--- src/rtl/lsu_ctrl_pkg.sv ---
// Shared RV32I load/store definitions: funct3 encodings and the latched request payload.
package lsu_ctrl_pkg;

    localparam int unsigned XLEN  = 32;
    localparam int unsigned CNT_W = 3;

    localparam logic [2:0] LSU_LB  = 3'd0;
    localparam logic [2:0] LSU_LH  = 3'd1;
    localparam logic [2:0] LSU_LW  = 3'd2;
    localparam logic [2:0] LSU_LBU = 3'd4;
    localparam logic [2:0] LSU_LHU = 3'd5;

    localparam logic [2:0] LSU_SB  = 3'd0;
    localparam logic [2:0] LSU_SH  = 3'd1;
    localparam logic [2:0] LSU_SW  = 3'd2;

    // Request fields still needed after the RAM strobe has been issued.
    typedef struct packed {
        logic       store;
        logic [2:0] op;
        logic [1:0] lane;
    } lsu_req_t;

endpackage

--- src/rtl/lsu_align.sv ---
// Combinational lane logic: store byte enables/data, load lane select and extension,
// invalid-op and (with LSU_MISALIGN_TRAP_EN defined) misalignment rejection.
module lsu_align
    import lsu_ctrl_pkg::*;
(
    input  logic            store,
    input  logic [2:0]      op,
    input  logic [1:0]      lane,
    input  logic [XLEN-1:0] wdata,
    input  logic [2:0]      ld_op,
    input  logic [1:0]      ld_lane,
    input  logic [XLEN-1:0] rdata,
    output logic [3:0]      be_c,
    output logic [XLEN-1:0] wdata_c,
    output logic            err_c,
    output logic [XLEN-1:0] rdata_c
);

    logic       bad_op;
    logic       misalign;
    logic [7:0]  byte_sel;
    logic [15:0] half_sel;

    // Request rejection.
    always_comb begin
        bad_op   = 1'b0;
        misalign = 1'b0;
        if (store) begin
            bad_op = (op > LSU_SW);
        end else begin
            bad_op = !((op == LSU_LB) || (op == LSU_LH) || (op == LSU_LW) ||
                       (op == LSU_LBU) || (op == LSU_LHU));
        end
`ifdef LSU_MISALIGN_TRAP_EN
        misalign = ((op[1:0] == 2'b01) && lane[0]) ||
                   ((op[1:0] == 2'b10) && (lane != 2'b00));
`endif
        err_c = bad_op | misalign;
    end

    // Store lanes; op[1:0] also classifies the load width for the byte enables.
    always_comb begin
        be_c    = 4'b1111;
        wdata_c = wdata;
        case (op[1:0])
            2'b00: begin
                be_c    = 4'(4'b0001 << lane);
                wdata_c = {4{wdata[7:0]}};
            end
            2'b01: begin
                be_c    = lane[1] ? 4'b1100 : 4'b0011;
                wdata_c = {2{wdata[15:0]}};
            end
            default: begin
                be_c    = 4'b1111;
                wdata_c = wdata;
            end
        endcase
    end

    // Load lane select and extension.
    always_comb begin
        byte_sel = rdata[7:0];
        case (ld_lane)
            2'd0:    byte_sel = rdata[7:0];
            2'd1:    byte_sel = rdata[15:8];
            2'd2:    byte_sel = rdata[23:16];
            default: byte_sel = rdata[31:24];
        endcase
        half_sel = ld_lane[1] ? rdata[31:16] : rdata[15:0];
        case (ld_op)
            LSU_LB:  rdata_c = {{24{byte_sel[7]}}, byte_sel};
            LSU_LBU: rdata_c = {24'd0, byte_sel};
            LSU_LH:  rdata_c = {{16{half_sel[15]}}, half_sel};
            LSU_LHU: rdata_c = {16'd0, half_sel};
            LSU_LW:  rdata_c = rdata;
            default: rdata_c = '0;
        endcase
    end

endmodule

--- src/rtl/lsu_ctrl.sv ---
// Load/store unit: one request at a time, word RAM with MEM_LAT read latency.
// Build option: LSU_MISALIGN_TRAP_EN rejects misaligned halfword/word accesses.
module lsu_ctrl
    import lsu_ctrl_pkg::*;
#(
    parameter int unsigned ADDR_W  = 7,
    parameter int unsigned MEM_LAT = 1
) (
    input  logic              clk,
    input  logic              rst,
    input  logic              req_valid,
    output logic              req_ready,
    input  logic              req_store,
    input  logic [2:0]        req_op,
    input  logic [XLEN-1:0]   req_addr,
    input  logic [XLEN-1:0]   req_wdata,
    output logic              rsp_valid,
    output logic [XLEN-1:0]   rsp_rdata,
    output logic              rsp_err,
    output logic [ADDR_W-1:0] mem_addr,
    output logic              mem_rden,
    output logic              mem_wren,
    output logic [3:0]        mem_be,
    output logic [XLEN-1:0]   mem_wdata,
    input  logic [XLEN-1:0]   mem_rdata
);

    typedef enum logic [1:0] {
        IDLE   = 2'd0,
        ACCESS = 2'd1,
        WAIT   = 2'd2,
        RESP   = 2'd3
    } state_t;

    state_t          state;
    lsu_req_t        req_q;
    logic [CNT_W-1:0] cnt;

    logic [3:0]      be_c;
    logic [XLEN-1:0] wdata_c;
    logic            err_c;
    logic [XLEN-1:0] rdata_c;

    // Byte address bits above the RAM word address are don't-care.
    logic unused_addr;
    assign unused_addr = ^req_addr[XLEN-1:ADDR_W+2];

    lsu_align u_align (
        .store   (req_store),
        .op      (req_op),
        .lane    (req_addr[1:0]),
        .wdata   (req_wdata),
        .ld_op   (req_q.op),
        .ld_lane (req_q.lane),
        .rdata   (mem_rdata),
        .be_c    (be_c),
        .wdata_c (wdata_c),
        .err_c   (err_c),
        .rdata_c (rdata_c)
    );

    always_ff @(posedge clk) begin
        if (rst) begin
            state     <= IDLE;
            req_q     <= '0;
            cnt       <= '0;
            req_ready <= 1'b0;
            rsp_valid <= 1'b0;
            rsp_err   <= 1'b0;
            rsp_rdata <= '0;
            mem_addr  <= '0;
            mem_rden  <= 1'b0;
            mem_wren  <= 1'b0;
            mem_be    <= '0;
            mem_wdata <= '0;
        end else begin
            rsp_valid <= 1'b0;
            mem_rden  <= 1'b0;
            mem_wren  <= 1'b0;
            case (state)
                // RESP behaves as IDLE so a new request can follow back-to-back.
                IDLE, RESP: begin
                    state     <= IDLE;
                    req_ready <= 1'b1;
                    if (req_valid && req_ready) begin
                        req_q.store <= req_store;
                        req_q.op    <= req_op;
                        req_q.lane  <= req_addr[1:0];
                        if (err_c) begin
                            state     <= RESP;
                            rsp_valid <= 1'b1;
                            rsp_err   <= 1'b1;
                            rsp_rdata <= '0;
                        end else begin
                            state     <= ACCESS;
                            req_ready <= 1'b0;
                            mem_addr  <= req_addr[ADDR_W+1:2];
                            mem_be    <= be_c;
                            mem_wdata <= wdata_c;
                            mem_rden  <= !req_store;
                            mem_wren  <= req_store;
                        end
                    end
                end
                ACCESS: begin
                    if (req_q.store) begin
                        state     <= RESP;
                        rsp_valid <= 1'b1;
                        rsp_err   <= 1'b0;
                        rsp_rdata <= '0;
                        req_ready <= 1'b1;
                    end else begin
                        state <= WAIT;
                        cnt   <= CNT_W'(MEM_LAT);
                    end
                end
                WAIT: begin
                    cnt <= cnt - CNT_W'(1);
                    if (cnt == CNT_W'(1)) begin
                        state     <= RESP;
                        rsp_valid <= 1'b1;
                        rsp_err   <= 1'b0;
                        rsp_rdata <= rdata_c;
                        req_ready <= 1'b1;
                    end
                end
                default: state <= IDLE;
            endcase
        end
    end

endmodule
--- config.mk ---
export PLATFORM = sky130hd
export DESIGN_NAME = lsu_ctrl
export DESIGN_NICKNAME = d
export VERILOG_FILES = /design/src/rtl/lsu_ctrl_pkg.sv /design/src/rtl/lsu_align.sv /design/src/rtl/lsu_ctrl.sv
export SDC_FILE = /design/constraint.sdc
export NUM_CORES = 1
export LEC_CHECK = 0
export BUFFER_PORTS_ARGS = -buffer_cell sky130_fd_sc_hd__buf_2
export CAP_MARGIN = 0
export CORE_MARGIN = 5
export CORE_UTILIZATION = 30
export DETAILED_ROUTE_END_ITERATION = 7
export SYNTH_ARGS = -nofsm -noshare
export SYNTH_HDL_FRONTEND = slang
export SYNTH_HIERARCHICAL = 1
export SYNTH_SLANG_ARGS = --single-unit
export TNS_END_PERCENT = 20
--- constraint.sdc ---
create_clock -name clk -period 2 [get_ports clk]
set_input_delay 0.3 -clock clk [delete_from_list [all_inputs] [get_ports clk]]
set_output_delay 0.3 -clock clk [all_outputs]
set_load 0.02 [all_outputs]
==> summary.md, run 1 <==
| Metric | Value |
|---|---|
| Die ar. | 0.0192 sq mm |
| Placed cells | 945 |
| Switching share of power | 37.6% |
| Avg Synthesized Cell Area | 8.24 sq um |
| 1st-pass router iterations | 5 |
| Row cnt | 47 |
| H-tree lvl count | 3 |
| Final Hold Fails | 0 |
| Cells after Synth | 600 |
| Predominant post-synthesis flop cell | dfxtp_1 |
| Async SR Flop Fraction | 0% |
| Area Overhead vs Synth | 26.8% |
| Period minus WS final | 1.90 ns |
| #FFs+latches synth | 91 |
| Die X | 138 microns |
| RSZ-0062 raised after global routing | false |
| Part of the power in combinational logic | 39.4% |
| Fin crit share | 94.9% |
| Layout cells sized above 1 | 33.3% |
| Core area | 0.0164 sq mm |
| Max Freq | 527 MHz |
| Antenna-violating nets left | 0 |
| Seq pwr share | 31.8% |
| Final core utilization | 38.2% |
| Crit-path max cell delay | 0.44 ns |
| First-pass GRT wire length | 24.5 mm |
| Initial drt markers | 320 |
| Synth cell types | 47 |
| P_int | 4.35 mW |
| # DRC | 0 |
| Initial antenna violation count | 1 |
| Vias in the first global route | 4,467 |
| Hold Path Class | in -> reg |
| Slew Limit Headroom | 59.6% |
| Slew Limit Fails | 0 |
| Worst Tran Pin Value | 0.604 ns |
| Seq/Total Area, Yosys | 36.8% |
| # diodes | 0 |
| Post-synth EDFFs | 0 |
| Critical path class | reg -> reg |
| TritonCTS clock tree | done |
| Setup repair bufs after CTS | 0 |
| I/O pin count | 183 |
| Outcome | complete, no violations |
| Syn Nets | 707 |
| Synth warn | 6 |
| Nets@finish | 843 |
| Total track usage | 15.6% |
| Clock sink count | 91 |
| Total number of vias | 4,753 |
| DIE HEIGHT | 138 microns |
| Clk_lat worst skew | 0.35 ns |
| Clk slew on worst S/H paths | 0.07 ns |
| Crit-path cells | buf_12 -> mux2_4 -> a21boi_4 -> a211oi_1 -> nand3_1 -> a21oi_1 |
| Crit end category | flip-flop |
| Clock Skews | 0.0103 ns |
| Crit-path slowest cell | a21boi_4 |
| Max Cap Violations | 0 |
| Fill cells | 1,736 |
| Data arrival time of the worst path | 2.12 ns |
| Dpl hpwl | 10.8 mm |
| RePlAce Congestion | 0.836 |
| Vias per cell | 4.95 |
| PortBufs | 159 |
| Synthesized area | 0.00495 sq mm |
| CTS Buf Count | 9 |
| Initial Util | 30.1% |
| Drt wl/cell | 15.7 microns |
| CTS max path bufs | 2 |
| P per Cell Area | 1110 mW/mm^2 |
| Req. time, crit path | 2.23 ns |
| Largest net degree at the start of global routing | 51 |
| Worst VDD drop | 0.500 mV |
| Crit-path max FO | 26 |
| Crit path launch type | flip-flop |
| Lkg Pwr | 2.61 nW |
| CTS Root Cell | clkbuf_16 |
| GR Overflow Total | 0 |
| Final setup violation count | 0 |
| Net Sw Power | 2.62 mW |
| Clk pwr share | 28.9% |
| Setup_tns | 0 ns |
| Routed WL | 15.1 mm |
| Fin cells | 961 |
-- Yosys cell counts, types with 4 or more instances --
master	n	area (sq um)
nor2_1	25	93.8
buf_4	17	128
o21ai_0	12	60.1
nor2b_1	6	37.5
dfxtp_1	91	1820
nand2_1	136	510
clkbuf_1	15	56.3
buf_6	8	90.1
mux2_2	25	282
a21oi_1	98	490
mux2i_1	21	210
nand3_1	31	155
mux4_2	6	135
a22oi_1	17	128
buf_2	19	95.1
ha_1	4	50.1
a211oi_1	20	150
inv_1	7	26.3
-- power by group through the flow --
stage	Sequential, mW	Clock, mW	Combinational (mW)
6_report	2.22	2.01	2.74
5_1_grt	2.25	2.16	3.04
4_1_cts	2.22	2.08	2.74
3_5_place_dp	2.26	0	2.73
3_3_place_gp	2.25	0	2.73
2_1_floorplan	2.44	0	1.85
-- routing by layer --
layer,vias up,routed length [microns],track usage [%]
met5,-,12,0
met4,2,333,5.56
met3,23,839,4.11
met2,154,6960,23.6
met1,2198,6990,21.6
li1,2376,-,-
-- cell families (layout without fill, tap and decap cells) --
logic type / count (synthesis) / count (layout) / synth area share (%)
simple gates: 213 / 213 / 18.9
compound gates: 171 / 171 / 21.7
flops: 91 / 91 / 36.8
buf+inv: 67 / 208 / 8.27
mux: 54 / 54 / 13.3
fa+ha+maj: 4 / 4 / 1.01
-- worst max-delay path, delay by kind of cell, from the launching register on --
| family | cells | cell delay (ns) |
|---|---|---|
| flops | 1 | 0.38 |
| compound gates | 3 | 0.63 |
| simple gates | 1 | 0.13 |
| mux | 1 | 0.42 |
| buf+inv | 1 | 0.20 |
-- cell type report --
| cell class | count | area [sq um] | share of cell area, % |
|---|---|---|---|
| multi-input cells | 442 | 2730 | 43.5 |
| flip-flops and latches | 91 | 1820 | 29.1 |
| repair buffers | 185 | 1070 | 17.0 |
| well taps | 220 | 275 | 4.39 |
| clock buffers | 9 | 225 | 3.59 |
| clock inverters | 7 | 124 | 1.98 |
| inverters | 7 | 26.3 | 0.419 |
-- timing repair --
action                                  4_1_cts  5_1_grt
hold buffers                                  0        0
gates resized for setup                       0        2
endpoints found under the setup margin        0       31
-- worst paths after layout --
check | startpoint | end | slack, ns | cells past startpoint
max reg2reg | req_q[1] | rsp_rdata[16] | 0.10 | 6
min | req_store | mem_rden | 0.16 | 2
max | req_q[1] | rsp_rdata[16] | 0.10 | 6
min reg2reg | rsp_rdata[1] | rsp_rdata[1] | 0.45 | 2
-- state kept, by name (all words and copies together), names as in the netlist, 2 cells and up --
signal / cells
mem_addr: 7
rsp_rdata: 32
state: 2
mem_wdata: 32
cnt: 3
mem_be: 4
req_q: 6
-- per-stage QoR --
| step | power [mW] | cell area [sq um] | setup slack [ns] | hold WS, ns |
|---|---|---|---|---|
| CTS | 7.03 | 6260 | 0.0890 | 0.148 |
| detailed placement | 4.99 | 5910 | 0.137 | 0.441 |
| finish | 6.97 | 6270 | 0.103 | 0.161 |
| floorplan | 4.30 | 4950 | 0.206 | 0.379 |
| global placement | 4.98 | 5910 | 0.154 | 0.437 |
| global route | 7.46 | 6270 | 0.00180 | 0.155 |
-- layout by cell type, fill, tap and decap left out, types with 2 or more instances in the layout --
master / count
a211o_1: 3
a211oi_1: 20
a21o_1: 2
a21oi_1: 98
a221o_1: 3
a22oi_1: 17
a311oi_1: 2
buf_12: 6
buf_2: 159
buf_4: 20
bufinv_16: 3
clkbuf_16: 9
dfxtp_1: 90
ha_1: 4
inv_1: 7
inv_6: 2
mux2_2: 25
mux2_4: 2
mux2i_1: 21
mux4_2: 6
nand2_1: 136
nand2b_1: 2
nand3_1: 31
nand3_2: 2
nor2_1: 25
nor2b_1: 6
nor4b_1: 3
o21ai_0: 12
o21bai_1: 2
o31ai_1: 2
No activity file was read; power rests on OpenSTA's default activity.
==> inputs of run 2 (changes only) <==
Settings changed: CORE_UTILIZATION 30 to 40, PLACE_DENSITY set to 0.67.
==> run 2 against run 1 <==
  * Hold slack gained 0.0044 ns
  * Core utilization is 13 points higher
  * Final cell count shrank 5.8%
  * Global-route usage rose by 3.5 points
  * Sequential power about the same
==> summary.md, run 2 (synthesis results as in run 1) <==
| Metric | Value |
|---|---|
| Commonest cells after routing, fill and taps aside | buf_2 (159), nand2_1 (136), a21oi_1 (98) (unchanged) |
| Crit end category | flip-flop (unchanged) |
| Initial antenna violation count | 0 (was 1) |
| Setup repair bufs after CTS | 0 (unchanged) |
| Hold_buf cts | 0 (unchanged) |
| Critical path class | reg -> reg (unchanged) |
| H-tree lvl count | 3 (unchanged) |
| Die X | 121 microns (was 138 microns) |
| Nets@finish | 839 (was 843) |
| Fill cells | 1,167 (was 1,736) |
| Net Sw Power | 2.59 mW (was 2.62 mW) |
| P_int | 4.09 mW (was 4.35 mW) |
| GR Overflow Total | 0 (unchanged) |
| Layout cells sized above 1 | 33.1% (was 33.3%) |
| Clk_lat worst skew | 0.34 ns (was 0.35 ns) |
| CTS Buf Count | 9 (unchanged) |
| DIE HEIGHT | 121 microns (was 138 microns) |
| Core area | 0.0121 sq mm (was 0.0164 sq mm) |
| PortBufs | 159 (unchanged) |
| Total number of vias | 4,780 (was 4,753) |
| Slew Limit Fails | 0 (unchanged) |
| Worst VDD drop | 0.559 mV (was 0.500 mV) |
| Row cnt | 40 (was 47) |
| Clock sink count | 91 (unchanged) |
| Clk pwr share | 25.7% (was 28.9%) |
| Vias in the first global route | 4,461 (was 4,467) |
| First-pass GRT wire length | 22.7 mm (was 24.5 mm) |
| Vias per cell | 5.28 (was 4.95) |
| Dpl hpwl | 10.7 mm (was 10.8 mm) |
| Crit-path max FO | 18 (was 26) |
| RePlAce Congestion | 0.950 (was 0.836) |
| Max Cap Violations | 0 (unchanged) |
| Part of the power in combinational logic | 40.8% (was 39.4%) |
| Design Power | 6.68 mW (was 6.97 mW) |
| Multi-input gate area | 0.00274 sq mm (was 0.00273 sq mm) |
| Drt wl/cell | 16.1 microns (was 15.7 microns) |
| Final setup violation count | 0 (unchanged) |
| Initial Util | 41.0% (was 30.1%) |
| Crit path launch type | flip-flop (unchanged) |
| P per Cell Area | 1090 mW/mm^2 (was 1110 mW/mm^2) |
| Fin crit share | 91.7% (was 94.9%) |
| Switching share of power | 38.8% (was 37.6%) |
| # diodes | 0 (unchanged) |
| Total track usage | 19.1% (was 15.6%) |
| Largest net degree at the start of global routing | 46 (was 51) |
| Setup_tns | 0 ns (unchanged) |
| Max Freq | 545 MHz (was 527 MHz) |
| Clock Skews | 0.00955 ns (was 0.0103 ns) |
| CTS max path bufs | 2 (unchanged) |
| # DRC | 0 (unchanged) |
| I/O pin count | 183 (unchanged) |
| CTS Root Cell | clkbuf_16 (unchanged) |
| Leading cell type in the layout, fill and taps excluded | buf_2 (unchanged) |
| Routed WL | 14.6 mm (was 15.1 mm) |
| Initial drt markers | 303 (was 320) |
| Reg area | 0.00182 sq mm (unchanged) |
| Clk slew on worst S/H paths | 0.07 ns (about the same) |
| RSZ-0062 raised after global routing | false (unchanged) |
| Slew Limit Headroom | 63.2% (was 59.6%) |
| Seq pwr share | 33.4% (was 31.8%) |
| Lkg Pwr | 2.57 nW (was 2.61 nW) |
| 1st-pass router iterations | 5 (unchanged) |
| Worst Tran Pin Value | 0.552 ns (was 0.604 ns) |
| Hold Path Class | in -> reg (unchanged) |
| Outcome | complete, no violations (unchanged) |
| Die ar. | 0.0147 sq mm (was 0.0192 sq mm) |
| Final Hold Fails | 0 (unchanged) |
| Period minus WS final | 1.83 ns (was 1.90 ns) |
| Area Overhead vs Synth | 24.1% (was 26.8%) |
| Req. time, crit path | 2.20 ns (was 2.23 ns) |
| TritonCTS clock tree | done (unchanged) |
| Data arrival time of the worst path | 2.04 ns (was 2.12 ns) |
| Top Registers | mem_wdata (32), rsp_rdata (32), mem_addr (7) (unchanged) |
| Antenna-violating nets left | 0 (unchanged) |
-- run 2: per-stage QoR --
stage / hold WS, ns / cell area (sq um) / instances / utilization, % / setup WS [ns]
5_1_grt: 0.166 / 6140 / 905 / 50.9 / 0.0830
4_1_cts: 0.156 / 6120 / 905 / 50.7 / 0.00953
3_3_place_gp: 0.435 / 5810 / 889 / 48.2 / 0.0556
3_5_place_dp: 0.442 / 5810 / 889 / 48.2 / -0.0178
2_1_floorplan: 0.379 / 4950 / 600 / - / 0.206
6_report: 0.165 / 6140 / 905 / 50.9 / 0.166
-- run 2: metal layers --
metal / up-vias / track usage, % / wire length (microns)
met5: - / 0 / 0
met4: 0 / 6.79 / 286
met3: 22 / 4.34 / 783
met2: 153 / 31.0 / 6940
met1: 2238 / 25.1 / 6580
li1: 2367 / - / -
-- run 2: worst paths after layout --
check,start,to,slack [ns],cells after the start
hold / removal,req_store,mem_rden,0.17,2
hold reg to reg,rsp_rdata[2],rsp_rdata[2],0.45,2
setup reg to reg,req_q[1],rsp_rdata[19],0.17,5
setup / recovery,req_q[1],rsp_rdata[19],0.17,5
-- run 2: what timing repair did --
action                                  CTS  global route
endpoints found under the setup margin   44            63
endpoints found under the hold margin     0             0
resized for setup                         1             3
-- run 2: layout make-up --
type	count	share of cell area, %
inverters	7	0.428
flip-flops and latches	91	29.7
well taps	168	3.42
clock buffers	9	3.67
multi-input cells	442	44.7
clock inverters	7	1.24
repair buffers	181	16.9
-- run 2: worst max-delay path, cell delays in order, from the launching register on --
cell	delay, ns
dfxtp_2	0.49
mux2_4	0.44
a21boi_4	0.45
a211oi_1	0.12
nand3_1	0.12
a21oi_1	0.07
-- run 2: power groups by stage --
stage | sequential (mW) | clock, mW | combinational, mW
CTS | 2.23 | 1.78 | 2.67
detailed placement | 2.27 | 0 | 2.66
global placement | 2.26 | 0 | 2.60
global route | 2.27 | 1.86 | 2.97
floorplan | 2.44 | 0 | 1.85
finish | 2.23 | 1.72 | 2.73
==> inputs of run 3 (changes only) <==
Clock period 2 ns to 1.78 ns, I/O delays scaled along.
==> run 3 against run 2 <==
  * Setup slack worse by 0.063 ns
  * Non-clock buffer count up 16
  * First-iteration DRC count rose by 18%
  * Sequential power grew 12%
  * Die area unchanged
==> summary.md, run 3 (synthesis results as in run 1) <==
| Metric | Value |
|---|---|
| Outcome | complete, no violations (unchanged) |
| Area after DPL | 0.00589 sq mm (was 0.00581 sq mm) |
| CTS Buf Count | 9 (unchanged) |
| Antenna-violating nets left | 0 (unchanged) |
| Final Cell Area | 0.00631 sq mm (was 0.00614 sq mm) |
| Routed WL | 14.5 mm (was 14.6 mm) |
| GR Overflow Total | 0 (unchanged) |
| Clock sink count | 91 (unchanged) |
| H-tree lvl count | 3 (unchanged) |
| I/O pin count | 183 (unchanged) |
| Row cnt | 40 (unchanged) |
| Placed cells | 896 (was 889) |
| Leading cell type in the layout, fill and taps excluded | buf_2 (unchanged) |
| Vias in the first global route | 4,568 (was 4,461) |
| Initial drt markers | 358 (was 303) |
| Clock Skews | 0.00912 ns (was 0.00955 ns) |
| 1st-pass router iterations | 6 (was 5) |
| CTS Root Cell | clkbuf_16 (unchanged) |
| Max Freq | 596 MHz (was 545 MHz) |
| Total number of vias | 4,823 (was 4,780) |
| Req. time, crit path | 2.00 ns (was 2.20 ns) |
| Worst VDD drop | 0.841 mV (was 0.559 mV) |
| Total track usage | 19.3% (was 19.1%) |
| Drt wl/cell | 15.7 microns (was 16.1 microns) |
| Data arrival time of the worst path | 1.89 ns (was 2.04 ns) |
| Lkg Pwr | 2.67 nW (was 2.57 nW) |
| Crit-path max FO | 45 (was 18) |
| Flop2flop setup slack | 0.10 ns (was 0.17 ns) |
| Final setup violation count | 0 (unchanged) |
| Die X | 121 microns (unchanged) |
| Fin cells | 921 (was 905) |
| Commonest cells after routing, fill and taps aside | buf_2 (159), nand2_1 (136), a21oi_1 (98) (unchanged) |
| # DRC | 0 (unchanged) |
| Period minus WS final | 1.68 ns (was 1.83 ns) |
| Initial Util | 41.0% (unchanged) |
| Final Hold Fails | 0 (unchanged) |
| Core area | 0.0121 sq mm (unchanged) |
| P per Cell Area | 1220 mW/mm^2 (was 1090 mW/mm^2) |
| RSZ-0062 raised after global routing | false (unchanged) |
| Hold Path Class | in -> reg (unchanged) |
| Area Overhead vs Synth | 27.5% (was 24.1%) |
| Crit path launch type | flip-flop (unchanged) |
| Post-route setup slack | 0.103 ns (was 0.166 ns) |
| Slew Limit Fails | 0 (unchanged) |
| Top Registers | mem_wdata (32), rsp_rdata (32), mem_addr (7) (unchanged) |
| PortBufs | 159 (unchanged) |
| Slew Limit Headroom | 72.7% (was 63.2%) |
| Die ar. | 0.0147 sq mm (unchanged) |
| Clk slew on worst S/H paths | 0.07 ns (about the same) |
| Worst hold margin | 0.122 ns (was 0.165 ns) |
| Worst Tran Pin Value | 0.409 ns (was 0.552 ns) |
| CTS max path bufs | 2 (unchanged) |
| Final core utilization | 52.3% (was 50.9%) |
| Crit end category | flip-flop (unchanged) |
| Nets@finish | 855 (was 839) |
| Design Power | 7.69 mW (was 6.68 mW) |
| Largest net degree at the start of global routing | 92 (was 46) |
| Initial antenna violation count | 0 (unchanged) |
| Fill cells | 1,129 (was 1,167) |
| First-pass GRT wire length | 22.9 mm (was 22.7 mm) |
| Layout cells sized above 1 | 35.3% (was 33.1%) |
| Clk_lat worst skew | 0.34 ns (about the same) |
| TritonCTS clock tree | done (unchanged) |
| Hold_buf cts | 0 (unchanged) |
| Dpl hpwl | 10.6 mm (was 10.7 mm) |
| Max Cap Violations | 0 (unchanged) |
| Critical path class | reg -> reg (unchanged) |
| # diodes | 0 (unchanged) |
| Setup_tns | 0 ns (unchanged) |
| Fin crit share | 94.2% (was 91.7%) |
| Vias per cell | 5.24 (was 5.28) |
| DP Worst Slack | -0.0333 ns (was -0.0178 ns) |
| DIE HEIGHT | 121 microns (unchanged) |
| RePlAce Congestion | 0.923 (was 0.950) |
==> run 3: worst paths after layout <==
kind / cells past startpoint / to / startpoint
worst max-delay path: 7 / mem_wdata[28] / state[0]
worst min-delay path: 2 / mem_rden / req_store
worst max register to register: 7 / mem_wdata[28] / state[0]
worst min register to register: 2 / rsp_rdata[4] / rsp_rdata[4]
==> run 3: layout make-up <==
type,count,area (sq um),share of cell area [%]
Clock buffer,9,225,3.57
Clock inverter,7,76.3,1.21
Inverter,7,26.3,0.417
Multi-Input combinational cell,442,2750,43.6
Sequential cell,91,1820,28.9
Tap cell,168,210,3.33
Timing Repair Buffer,197,1190,18.9
==> run 3: power by group <==
part	switching, mW	leakage, nW	internal [mW]	total, mW
clock	0.827	0.148	1.10	1.93
sequential	0.175	0.738	2.31	2.49
combinational	1.93	1.78	1.35	3.28
total	2.93	2.67	4.76	7.69
==> run 3: worst max-delay path, cell delays in order (launching register included) <==
cell and delay [ns]:
dfxtp_1 0.36, inv_1 0.08, ha_4 0.31, nand3_4 0.12
or2_2 0.32, buf_12 0.18, nand2_1 0.10, a21oi_1 0.06
==> run 3: metal layers <==
| metal | global-route usage, % | vias up | part of all wire (%) |
|---|---|---|---|
| met5 | 0 | - | 0 |
| met3 | 3.64 | 33 | 5.3 |
| met4 | 9.59 | 0 | 3.1 |
| met1 | 24.6 | 2215 | 43 |
| li1 | - | 2399 | - |
| met2 | 31.3 | 176 | 48 |
==> run 3: repair_timing <==
item | in CTS | in global routing
gates cloned | 0 | 0
resized for setup | 0 | 9
buffers inserted | 2 | 7
endpoints found under the setup margin | 7 | 67
pin swaps | 1 | 0
